--- config.mk ---
export PLATFORM = sky130hd
export DESIGN_NAME = riscv_reg_scoreboard
export DESIGN_NICKNAME = d
export VERILOG_FILES = /design/src/rtl/reg_names_pkg.sv /design/src/rtl/riscv_reg_scoreboard_if.sv /design/src/rtl/riscv_wb_arbiter.sv /design/src/rtl/riscv_reg_scoreboard.sv
export SDC_FILE = /design/constraint.sdc
export NUM_CORES = 1
export LEC_CHECK = 0
export BUFFER_PORTS_ARGS = -buffer_cell sky130_fd_sc_hd__buf_2
export CORE_MARGIN = 3
export CORE_UTILIZATION = 30
export CTS_CLUSTER_SIZE = 28
export DETAILED_ROUTE_END_ITERATION = 12
export PLACE_DENSITY_LB_ADDON = 0.12
export SLEW_MARGIN = 10
export SYNTH_ARGS = -nofsm -noshare
export SYNTH_HDL_FRONTEND = slang
export SYNTH_HIERARCHICAL = 1
export SYNTH_SLANG_ARGS = --single-unit
--- constraint.sdc ---
create_clock -name clk -period 2.6 [get_ports clk]
set_input_delay 0.26 -clock clk [delete_from_list [all_inputs] [get_ports clk]]
set_output_delay 0.26 -clock clk [all_outputs]
set_load 0.005 [all_outputs]
--- src/rtl/reg_names_pkg.sv ---
// Shared register-file geometry, RISC-V ABI register names and writeback source tags
// used by the scoreboard, its writeback arbiter and the bench.
package reg_names;

  localparam int REG_COUNT  = 32;
  localparam int REG_SIZE   = $clog2(REG_COUNT);
  localparam int DATA_WIDTH = 32;

  typedef enum logic [REG_SIZE-1:0] {
    zero, ra, sp, gp, tp, t0, t1, t2,
    s0, s1, a0, a1, a2, a3, a4, a5,
    a6, a7, s2, s3, s4, s5, s6, s7,
    s8, s9, s10, s11, t3, t4, t5, t6
  } regName_t;

  typedef enum logic {
    WB_ALU = 1'b0,
    WB_MEM = 1'b1
  } wb_src_t;

endpackage

--- src/rtl/riscv_reg_scoreboard_if.sv ---
// Valid/ready handshake bundle for the two writeback sources (ALU and memory pipe).
interface riscv_reg_scoreboard_if;

  logic alu_wb_valid;
  logic alu_wb_ready;
  logic mem_wb_valid;
  logic mem_wb_ready;

  modport master (
    output alu_wb_valid, mem_wb_valid,
    input  alu_wb_ready, mem_wb_ready
  );

  modport slave (
    input  alu_wb_valid, mem_wb_valid,
    output alu_wb_ready, mem_wb_ready
  );

endinterface

--- src/rtl/riscv_wb_arbiter.sv ---
// Two-source round-robin writeback arbiter; grants one of ALU/MEM per cycle and
// remembers the last winner so a contending pair alternates, mem first after reset.
module riscv_wb_arbiter
  import reg_names::*;
(
  input  logic    clk,
  input  logic    rstN,
  riscv_reg_scoreboard_if.slave wb,
  output logic    grant_valid,
  output wb_src_t grant_src
);

  wb_src_t last_q, last_d;

  // NOTE: state flops use non-blocking assignment so every flop samples pre-edge values.
  always_ff @(posedge clk or negedge rstN) begin
    if (!rstN) last_q <= WB_ALU;
    else       last_q <= last_d;
  end

  always_comb begin
    last_d = last_q;
    if (grant_valid) last_d = grant_src;
  end

  // NOTE: every output gets a default first so no path leaves it unassigned (no latch).
  always_comb begin
    grant_valid     = 1'b0;
    grant_src       = WB_MEM;
    wb.alu_wb_ready = 1'b0;
    wb.mem_wb_ready = 1'b0;
    if (rstN) begin
      if (wb.mem_wb_valid && (!wb.alu_wb_valid || last_q == WB_ALU)) begin
        grant_valid     = 1'b1;
        grant_src       = WB_MEM;
        wb.mem_wb_ready = 1'b1;
      end else if (wb.alu_wb_valid) begin
        grant_valid     = 1'b1;
        grant_src       = WB_ALU;
        wb.alu_wb_ready = 1'b1;
      end
    end
  end

endmodule

--- src/rtl/riscv_reg_scoreboard.sv ---
// Register scoreboard: stalls issue on RAW/WAW hazards, arbitrates ALU/MEM writebacks
// into a registered register-file write port. Define SB_FORWARD_EN for same-cycle bypass.
module riscv_reg_scoreboard
  import reg_names::*;
#(
  parameter int REG_COUNT  = reg_names::REG_COUNT,
  parameter int DATA_WIDTH = reg_names::DATA_WIDTH
) (
  input  logic                  clk,
  input  logic                  rstN,
  input  logic                  iss_valid,
  output logic                  iss_ready,
  input  logic [REG_SIZE-1:0]   iss_rs1,
  input  logic [REG_SIZE-1:0]   iss_rs2,
  input  logic [REG_SIZE-1:0]   iss_rd,
  input  logic                  iss_wr,
  input  logic                  alu_wb_valid,
  input  logic [REG_SIZE-1:0]   alu_wb_rd,
  input  logic [DATA_WIDTH-1:0] alu_wb_data,
  output logic                  alu_wb_ready,
  input  logic                  mem_wb_valid,
  input  logic [REG_SIZE-1:0]   mem_wb_rd,
  input  logic [DATA_WIDTH-1:0] mem_wb_data,
  output logic                  mem_wb_ready,
  output logic                  rf_we,
  output logic [REG_SIZE-1:0]   rf_waddr,
  output logic [DATA_WIDTH-1:0] rf_wdata,
  output logic [REG_COUNT-1:0]  busy_vec,
  output logic                  err_spurious
);

  riscv_reg_scoreboard_if wb_if ();

  assign wb_if.alu_wb_valid = alu_wb_valid;
  assign wb_if.mem_wb_valid = mem_wb_valid;
  assign alu_wb_ready       = wb_if.alu_wb_ready;
  assign mem_wb_ready       = wb_if.mem_wb_ready;

  logic    grant_valid;
  wb_src_t grant_src;

  riscv_wb_arbiter u_arb (
    .clk         (clk),
    .rstN        (rstN),
    .wb          (wb_if.slave),
    .grant_valid (grant_valid),
    .grant_src   (grant_src)
  );

  logic [REG_COUNT-1:0]  busy_q, busy_d, clr_vec, set_vec, busy_view;
  logic                  rf_we_q, rf_we_d, err_q, err_d, iss_fire;
  logic [REG_SIZE-1:0]   rf_waddr_q, rf_waddr_d, g_rd;
  logic [DATA_WIDTH-1:0] rf_wdata_q, rf_wdata_d, g_data;

  always_comb begin
    g_rd    = (grant_src == WB_MEM) ? mem_wb_rd   : alu_wb_rd;
    g_data  = (grant_src == WB_MEM) ? mem_wb_data : alu_wb_data;
    clr_vec = '0;
    if (grant_valid) clr_vec[g_rd] = 1'b1;
  end

`ifdef SB_FORWARD_EN
  assign busy_view = busy_q & ~clr_vec;
`else
  assign busy_view = busy_q;
`endif

  always_comb begin
    iss_ready = !busy_view[iss_rs1] && !busy_view[iss_rs2] && !(iss_wr && busy_view[iss_rd]);
    iss_fire  = iss_valid && iss_ready;
    set_vec   = '0;
    if (iss_fire && iss_wr && iss_rd != '0) set_vec[iss_rd] = 1'b1;
  end

  // A same-edge set outranks the clear, so a re-issued rd stays pending.
  always_comb begin
    busy_d     = (busy_q & ~clr_vec) | set_vec;
    busy_d[0]  = 1'b0;
    rf_we_d    = grant_valid && (g_rd != '0);
    rf_waddr_d = grant_valid ? g_rd   : rf_waddr_q;
    rf_wdata_d = grant_valid ? g_data : rf_wdata_q;
    err_d      = err_q || (grant_valid && (g_rd != '0) && !busy_q[g_rd]);
  end

  // NOTE: busy bits live in flops, not a RAM, so they can and must clear on reset.
  always_ff @(posedge clk or negedge rstN) begin
    if (!rstN) begin
      busy_q     <= '0;
      rf_we_q    <= 1'b0;
      rf_waddr_q <= '0;
      rf_wdata_q <= '0;
      err_q      <= 1'b0;
    end else begin
      busy_q     <= busy_d;
      rf_we_q    <= rf_we_d;
      rf_waddr_q <= rf_waddr_d;
      rf_wdata_q <= rf_wdata_d;
      err_q      <= err_d;
    end
  end

  assign busy_vec     = busy_q;
  assign rf_we        = rf_we_q;
  assign rf_waddr     = rf_waddr_q;
  assign rf_wdata     = rf_wdata_q;
  assign err_spurious = err_q;

endmodule

==> summary.txt, run 1 <==
Run status
  – Outcome: finished clean

Placement
  – Port Buffers: 167
  – Worst slack, placed: 0.1127 ns
  – Final GP Congestion: 0.9011
  – Post-DP HPWL: 11.96 mm
  – Post-DP Area: 0.005619 sq mm

Flow run
  – Number of max-cap violations: 0

Timing
  – Fin crit share: 98.93%
  – Slew Limit Fails: 0
  – Worst slew pin tran: 0.9315 ns
  – Clk_skew: 0.005447 ns
  – Worst Slack Setup Final: 0.02790 ns
  – Rel. slew slack: 37.90%
  – Fmax: 388.8 MHz
  – RSZ-0062 raised after global routing: yes
  – Final Hold Slack: 0.2246 ns
  – Final Hold Vio Count: 0
  – Setup-failing EPs final: 0
  – Tmin final: 2.572 ns

Global routing
  – Overall Global Routing Usage: 20.02%
  – Initial antenna violation count: 0
  – Global-route wire length before repair: 25.52 mm
  – Largest net degree at the start of global routing: 74
  – Total grt overflow: 0
  – Number of global-route vias before repair: 4529

CTS
  – CTS Root Cell: clkbuf_16
  – Hold_buf cts: 0
  – CTS Buffer Depth: 2
  – TritonCTS clock tree: built
  – Clk Latency, worst-skew pair: 0.33 ns
  – CTS sink cnt: 71
  – Clock transition at path regs: 0.06 ns
  – Depth of the CTS H-tree: 3
  – TritonCTS buffer count: 9

Layout
  – Antenna diode instance count: 0
  – Final Core Density: 41.61%
  – Final nets: 719
  – Share of layout cells above drive strength 1: 42.20%
  – Final Cell Area: 0.006093 sq mm
  – Area Growth Syn to Fin: 34.90%
  – FILL cells: 1434
  – Area of the multi-input gates: 0.002601 sq mm
  – Reg area: 0.001787 sq mm

Worst setup path
  – Crit path DAT: 2.31 ns
  – Crit-path max FO: 4
  – Critical Path Source Type: register
  – Kind of critical path: reg2out
  – Worst EP required: 2.34 ns
  – CP Capture Type: primary output

Power and ir drop
  – Logic pwr share: 28.8%
  – Clock power frac: 32.7%
  – Design internal power: 2504 uW
  – Leakage power: 0.002944 uW
  – Sequential share of power: 38.4%
  – PwrDens: 599.0 mW/mm^2
  – Peak supply drop: 0.0002379 V
  – Overall Power: 3650 uW
  – Net load switching power: 1146 uW
  – Switching part of the total: 31.41%

Synthesis
  – Synthesized net count: 535
  – Synth top area cells: dfrtp_1 39%, mux2i_1 12%, mux4_2 6.5%, o41ai_1 5.4%, a21oi_1 4.8%
  – Yosys top cell by area: dfrtp_1
  – Post-Syn Area per Cell: 10.27 sq um
  – Async S/R FF share, synth: 100.0%
  – Warnings from Yosys: 6
  – Gate Count Post-Synth: 440
  – Synth cell count leaders: 71 x dfrtp_1, 55 x mux2i_1, 43 x a21oi_1
  – Number of synthesized register bits: 71
  – Mapped cell area: 0.004517 sq mm
  – EDFF count, synth: 0
  – Synth top area share: 39.34%
  – Yosys cell types: 46
  – Most common cell in the netlist: dfrtp_1
  – Post-synthesis sequential area ratio: 39.34%
  – Most used DFF post-synth: dfrtp_1

Drt
  – TritonRoute pass-1 iters: 4
  – ANT nets after route: 0
  – Routed Wire Length: 16.47 mm
  – Drt wl/cell: 20.28 um
  – First DRT Iteration DRCs: 269
  – Post-route DRC: 0
  – DR vias: 4532
  – Via density per instance: 5.581

Min path
  – Hold Path Class: in2reg

Floorplanning
  – Die Span X: 128.7 um
  – IO Pins: 169
  – Die height: 128.7 um
  – Std cell rows: 44
  – Initial Utilization: 30.84%
  – Total core area: 0.01464 sq mm
  – Die footprint: 0.01657 sq mm
[path summary, 6_finish.rpt]
| path | cells past startpoint | endpoint | slack [ns] | from |
|---|---|---|---|---|
| max in group asynchronous | 2 | busy_vec[19] | 1.72 | rstN |
| min | 3 | rf_wdata[20] | 0.22 | alu_wb_data[20] |
| min reg2reg | 1 | err_spurious | 0.48 | err_spurious |
| max reg2reg | 8 | busy_vec[26] | 0.03 | busy_vec[6] |
| min in group asynchronous | 2 | busy_vec[2] | 0.23 | rstN |
| max | 8 | iss_ready | 0.03 | busy_vec[6] |
[power groups by stage]
stage | logic (uW) | registers, uW | clock network (uW)
detailed placement | 964 | 1420 | 0
global placement | 956 | 1430 | 0
CTS | 1050 | 1400 | 1220
floorplan | 495 | 1390 | 0
global route | 1150 | 1420 | 1280
finish | 1050 | 1400 | 1190
[cells by family after synthesis]
kind of cell / count (synthesis) / synth area share (%)
other cells: 1 / 0.08302
compound gates: 138 / 20.28
flops: 71 / 39.34
simple gates: 109 / 12.52
buf+inv: 40 / 4.210
mux: 81 / 23.57
[flip-flops by register name (all words and copies together) (netlist names)]
name	flops
err_spurious	1
rf_we	1
u_arb/last_q	1
rf_wdata	32
busy_vec	31
rf_waddr	5
[through the flow]
step | setup TNS, ns | instances
CTS | 0 | 812
global route | -2.104 | 812
detailed placement | 0 | 784
floorplan | 0 | 440
finish | 0 | 812
global placement | 0 | 784
[what timing repair did]
item | 4_1_cts | 5_1_grt
buffers inserted | 12 | 0
gates cloned | 1 | 0
setup endpoints to repair | 1 | 25
gates resized for setup | 14 | 8
pin swaps | 2 | 1
[worst max-delay path, cell delays in order (launching register included)]
cell and delay [ns]:
dfrtp_2 0.45, mux4_2 0.50, nor4b_4 0.24, a2111oi_2 0.07, o311ai_2 0.13, nand4_2 0.21
buf_12 0.18, a21oi_2 0.09, buf_2 0.12
[routing by layer]
layer	vias up	wire [um]	GRT usage [%]
met5	-	0	0
met4	0	609	10.01
li1	2089	-	-
met2	234	7622	31.52
met3	37	1252	4.400
met1	2172	6984	25.99
[placed cells by master (no fill, tap or decap), types with 9 or more instances in the layout]
master       n
mux4_2      14
buf_4       38
dfrtp_1     63
mux2i_1     55
o41ai_1     27
a21oi_1     42
nand2_1     16
nand3_1      9
o21ai_0     36
nor2_1      38
buf_2      166
clkbuf_16    9
[cell type report]
| class | count | area share [%] |
|---|---|---|
| sequential | 71 | 29.32 |
| clock buffer | 11 | 3.819 |
| tap | 184 | 3.778 |
| timing repair buffer | 206 | 19.18 |
| multi-input combinational | 329 | 42.69 |
| clock inverter | 4 | 0.7803 |
| inverter | 7 | 0.4312 |
(Power assumes the default switching activity.)
==> run 2: changes to the inputs <==
--- a/config.mk
+++ b/config.mk
@@ -11,4 +11,5 @@
 export CTS_CLUSTER_SIZE = 28
 export DETAILED_ROUTE_END_ITERATION = 12
+export HOLD_SLACK_MARGIN = 0.12
 export PLACE_DENSITY_LB_ADDON = 0.12
 export SLEW_MARGIN = 10
==> constraint.sdc (replaced) <==
create_clock -name clk -period 2.6 [get_ports clk]
set_input_delay 0.65 -clock clk [delete_from_list [all_inputs] [get_ports clk]]
set_output_delay 0.65 -clock clk [all_outputs]
set_load 0.005 [all_outputs]
==> run 2 against run 1 <==
The run now ends with setup timing left. Register-to-register slack better by 0.04 ns. Via count up 1.3%. Clock skew barely moved. Die area did not move. Sequential share of layout area down 1.1 points. Clock power increased by 3%. First-iteration DRC count up 4.8%. Core utilization increased by 1.5 points.
==> summary.txt, run 2 (synthesis results as in run 1) <==
Run status
  – Outcome: finished with violations
  – Failing checks: setup timing

Drt
  – Met1 WL: 7.282 mm
  – WL met2: 8.084 mm
  – DR vias: 4590
  – First DRT Iteration DRCs: 282
  – Drt wl/cell: 20.38 um
  – Routed Wire Length: 17.16 mm
  – TritonRoute pass-1 iters: 4
  – ANT nets after route: 0
  – DR top layer: met4
  – WL met3: 1.291 mm
  – Via density per instance: 5.451
  – Post-route DRC: 0

Worst setup path
  – Worst r2r src: busy_vec[8]
  – CP Capture Type: primary output
  – Kind of critical path: in2out
  – Worst EP required: 1.95 ns
  – Reg-to-reg endpoint: busy_vec[1]
  – Crit path DAT: 2.23 ns
  – CP Cell Sequence: clkbuf_4, buf_4, mux4_2, nor3_1, a2111oi_1, o311ai_2, nand4_2, a21oi_2, buf_2
  – Worst path slowest cell: a2111oi_1
  – Crit-path max FO: 8
  – Critical Path Source Type: primary input
  – R2R depth: 8
  – R2R setup slack: 0.07 ns
  – Slowest Stage Delay on Critical Path: 0.45 ns

CTS
  – CTS sink cnt: 71
  – TritonCTS buffer count: 9
  – CTS Buffer Depth: 2
  – Clock transition at path regs: 0.06 ns
  – TritonCTS clock tree: built
  – Hold_buf cts: 0
  – Clk Latency, worst-skew pair: 0.33 ns
  – CTS Root Cell: clkbuf_16
  – Depth of the CTS H-tree: 3

Floorplanning
  – Die footprint: 0.01657 sq mm
  – Initial Utilization: 30.84%
  – IO Pins: 169
  – Total core area: 0.01464 sq mm
  – Std cell rows: 44
  – Die height: 128.7 um
  – Die Span X: 128.7 um

Timing
  – Setup-failing EPs final: 1
  – Worst Slack Setup Final: -0.2755 ns
  – Worst slew pin tran: 0.8704 ns
  – Tmin final: 2.875 ns
  – Final Hold Slack: 0.2898 ns
  – Clk_skew: 0.005704 ns
  – Slew Limit Fails: 0
  – Rel. slew slack: 41.98%
  – Fin crit share: 110.6%
  – RSZ-0062 raised after global routing: yes
  – Final Hold Vio Count: 0
  – Fmax: 347.8 MHz

Placement
  – Port Buffers: 167
  – Final GP Congestion: 0.9103
  – Post-DP HPWL: 13.03 mm
  – Post-DP Area: 0.005932 sq mm

Layout
  – Final Cell Area: 0.006311 sq mm
  – Antenna diode instance count: 0
  – Max reg flops: 32
  – Area of the multi-input gates: 0.002585 sq mm
  – Leading cell types in the layout, fill and taps excluded: 162 x buf_2, 68 x buf_4, 67 x dfrtp_1
  – Final nets: 748
  – Reg area: 0.001782 sq mm
  – Area Growth Syn to Fin: 39.72%
  – Most common cell after layout, fill and taps aside: buf_2
  – Share of layout cells above drive strength 1: 44.53%
  – FILL cells: 1489

Global routing
  – Global-route wire length before repair: 26.24 mm
  – Total grt overflow: 0
  – Overall Global Routing Usage: 20.74%
  – Initial antenna violation count: 0
  – Largest net degree at the start of global routing: 76
  – Number of global-route vias before repair: 4600

Power and ir drop
  – Sequential share of power: 37.7%
  – Design internal power: 2550 uW
  – Logic pwr share: 29.2%
  – Leakage power: 0.003084 uW
  – Net load switching power: 1169 uW
  – Clock power frac: 33.1%
  – Peak supply drop: 0.0003611 V
  – PwrDens: 589.4 mW/mm^2
  – Switching part of the total: 31.43%

Min path
  – Hold Path Class: in2async

Flow run
  – Number of max-cap violations: 0
==> run 2: changes by cell type in the layout (fill, tap and decap cells not counted), moves of 2 or more <==
cell,previous run,this run
clkbuf_4,0,2
buf_4,38,68
dfrtp_2,8,4
clkinv_4,0,2
buf_2,166,162
dfrtp_1,63,67
==> run 2: critical path: cells and delay by family <==
family | cells | cell delay [ns]
buffers and inverters | 3 | 0.43
AO/OA/AOI/OAI | 3 | 0.70
AND/OR/NAND/NOR | 2 | 0.23
multiplexers | 1 | 0.20
==> run 2: repair_timing <==
action | 4_1_cts | 5_1_grt
gates resized for setup | 11 | 6
setup endpoints to repair | 3 | 9
pin swaps | 2 | 2
setup buffers | 4 | 0
==> run 2: area by class of cell <==
class	count	share of cell area (%)
multi-input cells	329	40.96
flip-flops and latches	71	28.23
repair buffers	235	21.99
clock buffers	11	3.846
well taps	184	3.648
clock inverters	5	0.9120
inverters	7	0.4163
==> run 2: power by group through the flow <==
stage | sequential (uW) | clock (uW) | combinational [uW]
6_report | 1400 | 1230 | 1080
5_1_grt | 1420 | 1310 | 1190
4_1_cts | 1400 | 1250 | 1080
3_5_place_dp | 1420 | 0 | 1060
3_3_place_gp | 1420 | 0 | 1040
2_1_floorplan | 1390 | 0 | 501
==> run 2: how the worst max path moves through the flow <==
stage | cells past startpoint | slack [ns] | endpoint | from
after floorplan | 8 | -0.19 | iss_ready | iss_rs1[0]
after global placement | 8 | -0.36 | iss_ready | iss_rd[0]
after detailed placement | 8 | -0.43 | busy_vec[1] | iss_rs2[1]
after CTS | 7 | -0.28 | iss_ready | busy_vec[5]
after global routing | 9 | -0.38 | iss_ready | iss_rs1[2]
final | 9 | -0.28 | iss_ready | iss_rs1[2]
==> run 2: per-stage QoR <==
step | util [%] | total power, uW | worst slack, ns | std cells | setup TNS, ns
floorplan | - | 1895 | -0.1949 | 440 | -0.1949
global placement | 40.51 | 2465 | -0.3583 | 822 | -6.835
detailed placement | 40.51 | 2476 | -0.4252 | 822 | -8.403
CTS | 42.95 | 3739 | -0.2753 | 842 | -0.2810
global route | 43.10 | 3913 | -0.3761 | 842 | -0.4105
finish | 43.10 | 3719 | -0.2755 | 842 | -0.2755
==> run 2: layer usage <==
metal	up-vias	global-route usage, %
li1	2129	-
met1	2226	27.26
met2	203	32.62
met3	32	5.479
met4	0	8.338
met5	-	0
